--- src/rtl/matmul_pkg.sv ---
// rtl/matmul_pkg.sv - shared state encoding and constants for the matmul process unit
//
// Purpose: state codes for the phase sequencer and the operand-B base offset helper.
// Ports:   none (package).
package matmul_pkg;

  typedef logic [2:0] state_t;

  localparam state_t S_IDLE    = 3'd0;
  localparam state_t S_LOAD    = 3'd1;
  localparam state_t S_COMPUTE = 3'd2;
  localparam state_t S_DRAIN   = 3'd3;
  localparam state_t S_STORE   = 3'd4;
  localparam state_t S_DONE    = 3'd5;

  // Operand B occupies the slots directly after the N*N slots of A.
  function automatic int b_base(input int n);
    return n * n;
  endfunction

endpackage

--- src/rtl/matmul_index_counter.sv ---
// rtl/matmul_index_counter.sv - nested i/j/k counter with enable, clear and last flag
//
// Purpose: counts k innermost, then j, then i, each wrapping at its limit.
//          Tie i_lim_j and i_lim_k to 1 to get a plain linear counter on o_i.
// Ports:
//   i_clk, i_rst          clock, asynchronous active-high reset
//   i_clr                 zero all indices on the next edge (wins over i_en)
//   i_en                  advance one step on the next edge
//   i_lim_i/j/k           iteration counts per dimension (each >= 1)
//   o_i, o_j, o_k         current indices
//   o_i_nx, o_j_nx, o_k_nx  values the indices take on the next edge
//   o_last                current indices are the final iteration
module matmul_index_counter #(
  parameter int W = 5
) (
  input  logic         i_clk,
  input  logic         i_rst,
  input  logic         i_clr,
  input  logic         i_en,
  input  logic [W-1:0] i_lim_i,
  input  logic [W-1:0] i_lim_j,
  input  logic [W-1:0] i_lim_k,
  output logic [W-1:0] o_i,
  output logic [W-1:0] o_j,
  output logic [W-1:0] o_k,
  output logic [W-1:0] o_i_nx,
  output logic [W-1:0] o_j_nx,
  output logic [W-1:0] o_k_nx,
  output logic         o_last
);

  logic [W-1:0] r_i, r_j, r_k;
  logic         w_i_last, w_j_last, w_k_last;

  assign w_i_last = (r_i == i_lim_i - W'(1));
  assign w_j_last = (r_j == i_lim_j - W'(1));
  assign w_k_last = (r_k == i_lim_k - W'(1));
  assign o_last   = w_i_last && w_j_last && w_k_last;

  always_comb begin
    o_i_nx = r_i;
    o_j_nx = r_j;
    o_k_nx = r_k;
    if (i_clr) begin
      o_i_nx = '0;
      o_j_nx = '0;
      o_k_nx = '0;
    end else if (i_en) begin
      if (!w_k_last) begin
        o_k_nx = r_k + W'(1);
      end else begin
        o_k_nx = '0;
        if (!w_j_last) begin
          o_j_nx = r_j + W'(1);
        end else begin
          o_j_nx = '0;
          o_i_nx = w_i_last ? '0 : r_i + W'(1);
        end
      end
    end
  end

  always_ff @(posedge i_clk or posedge i_rst) begin
    if (i_rst) begin
      r_i <= '0;
      r_j <= '0;
      r_k <= '0;
    end else begin
      r_i <= o_i_nx;
      r_j <= o_j_nx;
      r_k <= o_k_nx;
    end
  end

  assign o_i = r_i;
  assign o_j = r_j;
  assign o_k = r_k;

endmodule

--- src/rtl/matmul_process_unit.sv ---
// rtl/matmul_process_unit.sv - load/compute/store sequencer for C = A x B (N x N)
//
// Purpose: runs the phase granted by the state controller and reports completion.
// Ports:
//   clock, reset          clock, asynchronous active-high reset
//   g1, g2, g3            load / compute / store grants
//   process_ready         pulse: load or store finished
//   process_finish        pulse: compute finished
//   busy, err             phase executing / sticky multiple-grant error
//   mem_addr, mem_wr, mem_rd   operand write (load) and result read (store) port
//   addr_a, addr_b        compute operand addresses (combinational)
//   mac_en, mac_clear     MAC step / start new accumulation
//   res_wr, res_addr      write finished dot product to result slot
module matmul_process_unit #(
  parameter int N          = 3,
  parameter int ADDR_WIDTH = 5
) (
  input  logic                  clock,
  input  logic                  reset,
  input  logic                  g1,
  input  logic                  g2,
  input  logic                  g3,
  output logic                  process_ready,
  output logic                  process_finish,
  output logic                  busy,
  output logic                  err,
  output logic [ADDR_WIDTH-1:0] mem_addr,
  output logic                  mem_wr,
  output logic                  mem_rd,
  output logic [ADDR_WIDTH-1:0] addr_a,
  output logic [ADDR_WIDTH-1:0] addr_b,
  output logic                  mac_en,
  output logic                  mac_clear,
  output logic                  res_wr,
  output logic [ADDR_WIDTH-1:0] res_addr
);
  import matmul_pkg::*;

  localparam int AW = ADDR_WIDTH;
  localparam logic [AW-1:0] W_N   = AW'(N);
  localparam logic [AW-1:0] W_NN  = AW'(N * N);
  localparam logic [AW-1:0] W_NN2 = AW'(2 * N * N);
  localparam logic [AW-1:0] W_BB  = AW'(b_base(N));

  state_t r_state, w_state_n;
  logic [1:0] w_gcnt;

  logic          w_cnt_clr, w_lin_en, w_mm_en;
  logic [AW-1:0] w_lin_lim;
  logic [AW-1:0] w_lin_i, w_lin_j, w_lin_k, w_lin_i_nx, w_lin_j_nx, w_lin_k_nx;
  logic          w_lin_last;
  logic [AW-1:0] w_mm_i, w_mm_j, w_mm_k, w_mm_i_nx, w_mm_j_nx, w_mm_k_nx;
  logic          w_mm_last;
  logic          w_unused_cnt;

  logic          w_ready_d, w_finish_d, w_busy_d, w_err_d;
  logic          w_mem_wr_d, w_mem_rd_d, w_mac_en_d, w_mac_clear_d, w_res_wr_d;
  logic [AW-1:0] w_mem_addr_d, w_res_addr_d;

  logic          r_ready, r_finish, r_busy, r_err;
  logic          r_mem_wr, r_mem_rd, r_mac_en, r_mac_clear, r_res_wr;
  logic [AW-1:0] r_mem_addr, r_res_addr;

  assign w_gcnt = 2'(g1) + 2'(g2) + 2'(g3);

  // Counters start from zero on every state change and step only while a phase continues.
  assign w_cnt_clr = (w_state_n != r_state);
  assign w_lin_en  = !w_cnt_clr && (r_state == S_LOAD || r_state == S_STORE);
  assign w_mm_en   = !w_cnt_clr && (r_state == S_COMPUTE);
  assign w_lin_lim = (r_state == S_STORE) ? W_NN : W_NN2;

  matmul_index_counter #(.W(AW)) u_lin_cnt (
    .i_clk(clock), .i_rst(reset), .i_clr(w_cnt_clr), .i_en(w_lin_en),
    .i_lim_i(w_lin_lim), .i_lim_j(AW'(1)), .i_lim_k(AW'(1)),
    .o_i(w_lin_i), .o_j(w_lin_j), .o_k(w_lin_k),
    .o_i_nx(w_lin_i_nx), .o_j_nx(w_lin_j_nx), .o_k_nx(w_lin_k_nx),
    .o_last(w_lin_last)
  );

  matmul_index_counter #(.W(AW)) u_mm_cnt (
    .i_clk(clock), .i_rst(reset), .i_clr(w_cnt_clr), .i_en(w_mm_en),
    .i_lim_i(W_N), .i_lim_j(W_N), .i_lim_k(W_N),
    .o_i(w_mm_i), .o_j(w_mm_j), .o_k(w_mm_k),
    .o_i_nx(w_mm_i_nx), .o_j_nx(w_mm_j_nx), .o_k_nx(w_mm_k_nx),
    .o_last(w_mm_last)
  );

  assign w_unused_cnt = ^{w_lin_i, w_lin_j, w_lin_k, w_lin_j_nx, w_lin_k_nx,
                          w_mm_i_nx, w_mm_j_nx};

  always_ff @(posedge clock or posedge reset) begin
    if (reset) r_state <= S_IDLE;
    else       r_state <= w_state_n;
  end

  always_comb begin
    w_state_n = r_state;
    case (r_state)
      S_IDLE: begin
        if (w_gcnt == 2'd1) w_state_n = g1 ? S_LOAD : (g2 ? S_COMPUTE : S_STORE);
      end
      S_LOAD: begin
        if (!g1)             w_state_n = S_IDLE;
        else if (w_lin_last) w_state_n = S_DONE;
      end
      S_COMPUTE: begin
        if (!g2)            w_state_n = S_IDLE;
        else if (w_mm_last) w_state_n = S_DRAIN;
      end
      S_DRAIN: w_state_n = S_DONE;
      S_STORE: begin
        if (!g3)             w_state_n = S_IDLE;
        else if (w_lin_last) w_state_n = S_DONE;
      end
      S_DONE: begin
        if (w_gcnt == 2'd0) w_state_n = S_IDLE;
      end
      default: w_state_n = S_IDLE;
    endcase
  end

  // Next-cycle output values, derived from the upcoming state and counter values
  // so every output below is a flop that lines up with the state it describes.
  always_comb begin
    w_busy_d      = (w_state_n == S_LOAD) || (w_state_n == S_COMPUTE) ||
                    (w_state_n == S_DRAIN) || (w_state_n == S_STORE);
    w_mem_wr_d    = (w_state_n == S_LOAD);
    w_mem_rd_d    = (w_state_n == S_STORE);
    w_mem_addr_d  = (w_mem_wr_d || w_mem_rd_d) ? w_lin_i_nx : '0;
    w_mac_en_d    = (w_state_n == S_COMPUTE);
    w_mac_clear_d = w_mac_en_d && (w_mm_k_nx == '0);
    // A dot product completes on its k==N-1 cycle; a withdrawn grant suppresses it.
    w_res_wr_d    = (r_state == S_COMPUTE) && (w_mm_k == W_N - AW'(1)) &&
                    (w_state_n != S_IDLE);
    w_res_addr_d  = w_res_wr_d ? (w_mm_i * W_N + w_mm_j) : '0;
    w_finish_d    = (w_state_n == S_DRAIN);
    w_ready_d     = (w_state_n == S_DONE) && (r_state == S_LOAD || r_state == S_STORE);
    w_err_d       = r_err || ((r_state == S_IDLE) && (w_gcnt >= 2'd2));
  end

  always_ff @(posedge clock or posedge reset) begin
    if (reset) begin
      r_ready     <= 1'b0;
      r_finish    <= 1'b0;
      r_busy      <= 1'b0;
      r_err       <= 1'b0;
      r_mem_wr    <= 1'b0;
      r_mem_rd    <= 1'b0;
      r_mem_addr  <= '0;
      r_mac_en    <= 1'b0;
      r_mac_clear <= 1'b0;
      r_res_wr    <= 1'b0;
      r_res_addr  <= '0;
    end else begin
      r_ready     <= w_ready_d;
      r_finish    <= w_finish_d;
      r_busy      <= w_busy_d;
      r_err       <= w_err_d;
      r_mem_wr    <= w_mem_wr_d;
      r_mem_rd    <= w_mem_rd_d;
      r_mem_addr  <= w_mem_addr_d;
      r_mac_en    <= w_mac_en_d;
      r_mac_clear <= w_mac_clear_d;
      r_res_wr    <= w_res_wr_d;
      r_res_addr  <= w_res_addr_d;
    end
  end

  assign process_ready  = r_ready;
  assign process_finish = r_finish;
  assign busy           = r_busy;
  assign err            = r_err;
  assign mem_wr         = r_mem_wr;
  assign mem_rd         = r_mem_rd;
  assign mem_addr       = r_mem_addr;
  assign mac_en         = r_mac_en;
  assign mac_clear      = r_mac_clear;
  assign res_wr         = r_res_wr;
  assign res_addr       = r_res_addr;

  // Operand addresses follow the live counters; held at zero outside COMPUTE.
  assign addr_a = (r_state == S_COMPUTE) ? (w_mm_i * W_N + w_mm_k) : '0;
  assign addr_b = (r_state == S_COMPUTE) ? (W_BB + w_mm_k * W_N + w_mm_j) : '0;

endmodule

--- config.mk ---
export PLATFORM = sky130hd
export DESIGN_NAME = matmul_process_unit
export DESIGN_NICKNAME = d
export VERILOG_FILES = /design/src/rtl/matmul_pkg.sv /design/src/rtl/matmul_index_counter.sv /design/src/rtl/matmul_process_unit.sv
export SDC_FILE = /design/constraint.sdc
export NUM_CORES = 1
export LEC_CHECK = 0
export ABC_AREA = 1
export BUFFER_PORTS_ARGS = -buffer_cell sky130_fd_sc_hd__clkbuf_2
export CAP_MARGIN = 20
export CORE_ASPECT_RATIO = 1.5
export CORE_MARGIN = 2
export CORE_UTILIZATION = 40
export DETAILED_ROUTE_END_ITERATION = 8
export PLACE_DENSITY = 0.63
export SETUP_SLACK_MARGIN = 0.05
export SLEW_MARGIN = 20
export SYNTH_ARGS = -nofsm -noshare
export SYNTH_HDL_FRONTEND = slang
export SYNTH_SLANG_ARGS = --single-unit
export TNS_END_PERCENT = 50
--- constraint.sdc ---
create_clock -name clock -period 2.58 [get_ports clock]
set_input_delay 0.516 -clock clock [delete_from_list [all_inputs] [get_ports clock]]
set_output_delay 0.516 -clock clock [all_outputs]
set_load 0.005 [all_outputs]
* After elaboration in Yosys (flattened, before gate mapping)
Cells that the tools add are included.
** Storage, ports and cells
- Output and inout port bits :: 29
- Word-level logic and storage cells :: 121
- Flip-flop bits (word level) :: 52
** Operators by class
- Multiply operators :: 2
- Mux-type cells :: 39
- Order comparisons :: 1
- Eq/ne operators :: 16
- Add/sub/neg operators :: 13
- Reduce and logical (&&, ||, !) cells :: 32
** Operators by type and width (number)
- $mux W5 :: 29
- $add A5 B1 Y5 const B :: 6
- $mux W3 :: 9
- $pmux W3 S6 :: 1
- $add A5 B5 Y5 :: 3
- $eq A5 B2 Y1 const B :: 3
- $logic_not A5 Y1 :: 3
- $eq A3 B2 Y1 const B :: 4
- $eq A3 B3 Y1 const B :: 4
- $logic_and A1 B1 Y1 :: 11
- $mul A5 B2 Y5 const B :: 2
- $reduce_bool A2 Y1 :: 5
- $eq A3 B1 Y1 const B :: 2
- $logic_or A1 B1 Y1 :: 6
- $add A4 B5 Y5 const A :: 1
- $eq A5 B5 Y1 :: 1
- $sub A5 B1 Y5 const B :: 1
- $reduce_and A2 Y1 :: 2
- $logic_not A3 Y1 :: 1
- $ne A3 B3 Y1 :: 1
- $reduce_and A3 Y1 :: 1
- $reduce_bool A3 Y1 :: 1
- $add A1 B1 Y2 :: 1
- $add A2 B1 Y2 :: 1
- 4 further kinds :: 4

* Logic depth before layout (Yosys ltp)
- Depth in word-level cells :: 16
- Gate-level depth with buffers :: 19
- Mapped depth without buffers :: 18

* By module
From an unflattened synthesis, not the netlist that was laid out.
** Unflattened totals
- Cells, all modules :: 728
- Area, all modules :: 4793.3 sq um
** Modules (own cells, without submodules)
- matmul_process_unit :: cells each 237, sequential area each 550.5 sq um, instances 1, area each 1903.1 sq um
- matmul_index_counter (u_mm_cnt) :: cells each 247, sequential area each 375.4 sq um, instances 1, area each 1451.4 sq um
- matmul_index_counter (u_lin_cnt) :: cells each 244, sequential area each 375.4 sq um, instances 1, area each 1438.9 sq um

* Worst setup path after synthesis
No wires, ideal clock.
- Path kind :: register to output
- Start :: register u_mm_cnt.r_i[0] (netlist: u_mm_cnt.o_i[0])
- End :: output port addr_a[4]
- Buffers on the path :: 0
- Arrival :: 2.167 ns
- Required time :: 2.064 ns
- Path slack :: -0.103 ns
- Stages on the path, launching flop included :: 12
- Cells stage by stage :: dfrtp_1 -> ha_1 -> inv_1 -> fa_1 -> inv_1 -> ha_1 -> inv_1 -> o21bai_1 -> a21oi_1 -> xor2_1 -> xor2_1 -> nor2_1
** On the way
- Longest elaborated chain between the ends :: 3
** Ends and longest elaborated chain
- from (decl) :: RTL line matmul_index_counter.sv:32 : logic [W-1:0] r_i, r_j, r_k;
- from (signal assigned) :: RTL line matmul_index_counter.sv:69 : r_i <= o_i_nx;
- $mul A5 B2 Y5 :: RTL line matmul_process_unit.sv:182 : assign addr_a = (r_state == S_COMPUTE) ? (w_mm_i * W_N + w_mm_k) : '0;
- $add A5 B5 Y5 :: RTL line matmul_process_unit.sv:182
- $mux W5 :: RTL line matmul_process_unit.sv:182
- to (decl) :: RTL line matmul_process_unit.sv:30 : output logic [ADDR_WIDTH-1:0] addr_a,
No other way between the ends.

* Worst setup path after layout
- Start :: register u_mm_cnt.r_i[1] (netlist: u_mm_cnt.o_i[1])
- End :: output port addr_a[4]
The elaborated chain is that of the path after synthesis.

==> results.txt <==
status - finished with violations
failing checks - negative setup slack
num rows - 42
Initial DRT Pass Iterations - 4
max-cap violations - 0
Area Growth Syn to Fin - 30.1%
design area - 0.00469 mm2
hpwl dp - 6780 um
area leader, netlist - dfrtp_1
synth cell count leaders - 65 x inv_1, 55 x nand2_1, 52 x dfrtp_1
#FFs+latches synth - 52
measured slew at the worst slew-check pin - 0.661 ns
Primary FF master, synth - dfrtp_1
Synth top area share - 36.1%
Reg2Reg Depth - 11
ANT cells - 0
Syn. warnings - 0
sequential share of the synthesized area - 36.1%
count of final hold-check violations - 0
maximum clock path buffer count - 2
initial antenna violation count - 0
fin crit share - 116%
launch point of the worst reg-to-reg path - u_mm_cnt.o_i[1]
dpl cell area - 0.00428 mm2
Mapped Nets - 478
Worst Setup SP - u_mm_cnt.o_i[1]
leading cell type by number of instances after synthesis - inv_1
final setup vio count - 6
CP Capture Type - output port
latest clock arrival within the worst-skew pair - 0.30 ns
min Tclk post-route - 2.98 ns
fmax - 335 MHz
CTS tree - built
r2r setup slk - 0.18 ns
clk slew on worst S/H paths - 0.07 ns
Mean Syn Cell Area - 8.33 um2
Core Area - 0.00878 mm2
Via density - 4.99
I/O Buffers - 33
CTS Root Cell - clkbuf_16
Syn Inst Count - 433
total power - 4.34 mW
H-tree depth - 2
final layout net count - 567
Die H - 120 um
crit path DAT - 2.47 ns
r2r endpoint - res_addr[4]
Final Skew - 0.00677 ns
share of layout cells above drive strength 1 - 33.1%
slew margin rel. - 55.9%
DRC viols - 0
Slew Viols, Final - 0
setup tns final - -1.66 ns
largest net degree at the start of global routing - 53
vias in the first global route - 3183
Avg WL per Cell - 13.9 um
Synth area leaders - dfrtp_1 36%, ha_1 11%, inv_1 6.8%, nand2_1 5.7%, nand3_1 5.1%
Syn Std Cell Area - 0.00361 mm2
DRT iter0 DRCs - 127
cts hold-fix bufs - 0
io pins - 34
Final WS setup - -0.403 ns
Hold WC Path Type - in2async
Vias - 3159
total congestion overflow - 0
Pwr Density - 925 mW/mm2
unrepaired setup endpoints after global routing - true
first-pass GRT wire length - 14500 um
die area - 0.00981 mm2
leakage - 2.31 nW
Post-synth EDFFs - 0
worst-case vdd ir drop - 0.608 mV
CTS sink count - 52
critical path class - reg2out
Final ANT Viol Nets - 0
Total Wirelength - 8790 um
Crit Path Max Fanout - 3
Final GP Congestion - 0.860
total CTS buffers - 5
Setup crit start kind - flip-flop
Synth async-reset ratio - 100%
Worst EP required - 2.06 ns
post-synthesis cell type count - 32
Total GRT Usage - 19.3%
die width - 81.5 um
Starting Density - 41.1%
state kept, by name (all words and copies together) (netlist names), 3 cells and up:
signal,cells
u_mm_cnt.o_j,5
u_lin_cnt.o_j,5
u_lin_cnt.o_k,5
u_lin_cnt.o_i,5
res_addr,5
mem_addr,5
u_mm_cnt.o_i,5
u_mm_cnt.o_k,5
r_state,3
cells by family (layout without fill, tap and decap cells):
kind of cell / after synthesis / after routing / synth area share [%]
flip-flops: 52 / 52 / 36.1
AND/OR/NAND/NOR: 176 / 177 / 23.5
XOR/XNOR: 25 / 25 / 6.07
buffers and inverters: 75 / 164 / 8.32
AO/OA/AOI/OAI: 65 / 65 / 10.5
adder cells (fa/ha/maj): 40 / 40 / 15.5
final cells by class:
type	count	area (um2)
clock buffer	6	139
multi-input combinational	307	2240
tap	110	138
sequential	52	1310
fill	760	4080
timing repair buffer	86	587
clock inverter	2	10.0
inverter	70	268
timing repair:
item	CTS	global route
hold endpoints to repair	0	0
endpoints found under the setup margin	7	45
pin swaps	6	14
cloned	0	1
setup buffers	2	3
gates resized for setup	13	42
routing by layer:
| metal | vias up | wire (um) | part of all wire [%] | GRT usage [%] |
|---|---|---|---|---|
| met3 | 20 | 232 | 2.6 | 2.54 |
| met5 | - | 0 | 0 | 0 |
| li1 | 1587 | - | - | - |
| met1 | 1488 | 3340 | 38 | 20.0 |
| met4 | 0 | 322 | 3.7 | 9.85 |
| met2 | 64 | 4900 | 56 | 36.2 |
stage by stage:
stage,hold slack (ns),util [%],setup slack [ns],instances
after floorplan,0.466,-,0.00108,433
after global placement,0.455,48.7,-0.126,619
after detailed placement,0.454,48.7,-0.153,619
after CTS,0.401,51.6,-0.430,629
after global routing,0.452,53.5,-0.522,633
final,0.373,53.5,-0.403,633
where the power goes:
part | total (mW) | internal [mW] | switching, mW
Combinational | 2.58 | 1.10 | 1.47
Sequential | 1.08 | 0.937 | 0.145
Clock | 0.680 | 0.383 | 0.297
placed cells by master, fill, tap and decap left out, types with 9 or more instances in the layout:
master	n
inv_1	56
nand2_1	55
buf_4	49
dfrtp_1	48
nor2_1	38
nand3_1	33
clkbuf_2	27
ha_1	22
o21ai_0	21
xor2_1	16
inv_2	11
nand4_1	10
a21oi_1	9
ha_4	9
worst max-delay path by stage:
stage	endpoint	slack (ns)	cells past startpoint
after floorplan	addr_a[4]	0.001	11
after global placement	mac_clear	-0.13	17
after detailed placement	mac_clear	-0.15	17
after CTS	addr_a[4]	-0.43	12
after global routing	addr_a[4]	-0.52	12
final	addr_a[4]	-0.40	12
critical path: stages (launching register included):
cell,delay [ns]
dfrtp_2,0.44
ha_4,0.17
inv_2,0.05
fa_1,0.41
inv_2,0.09
ha_4,0.20
inv_2,0.06
o21bai_1,0.06
a21oi_1,0.19
xor2_1,0.18
xor2_1,0.16
nor2_1,0.05
buf_2,0.13
Power figures use the tool's default switching activity.
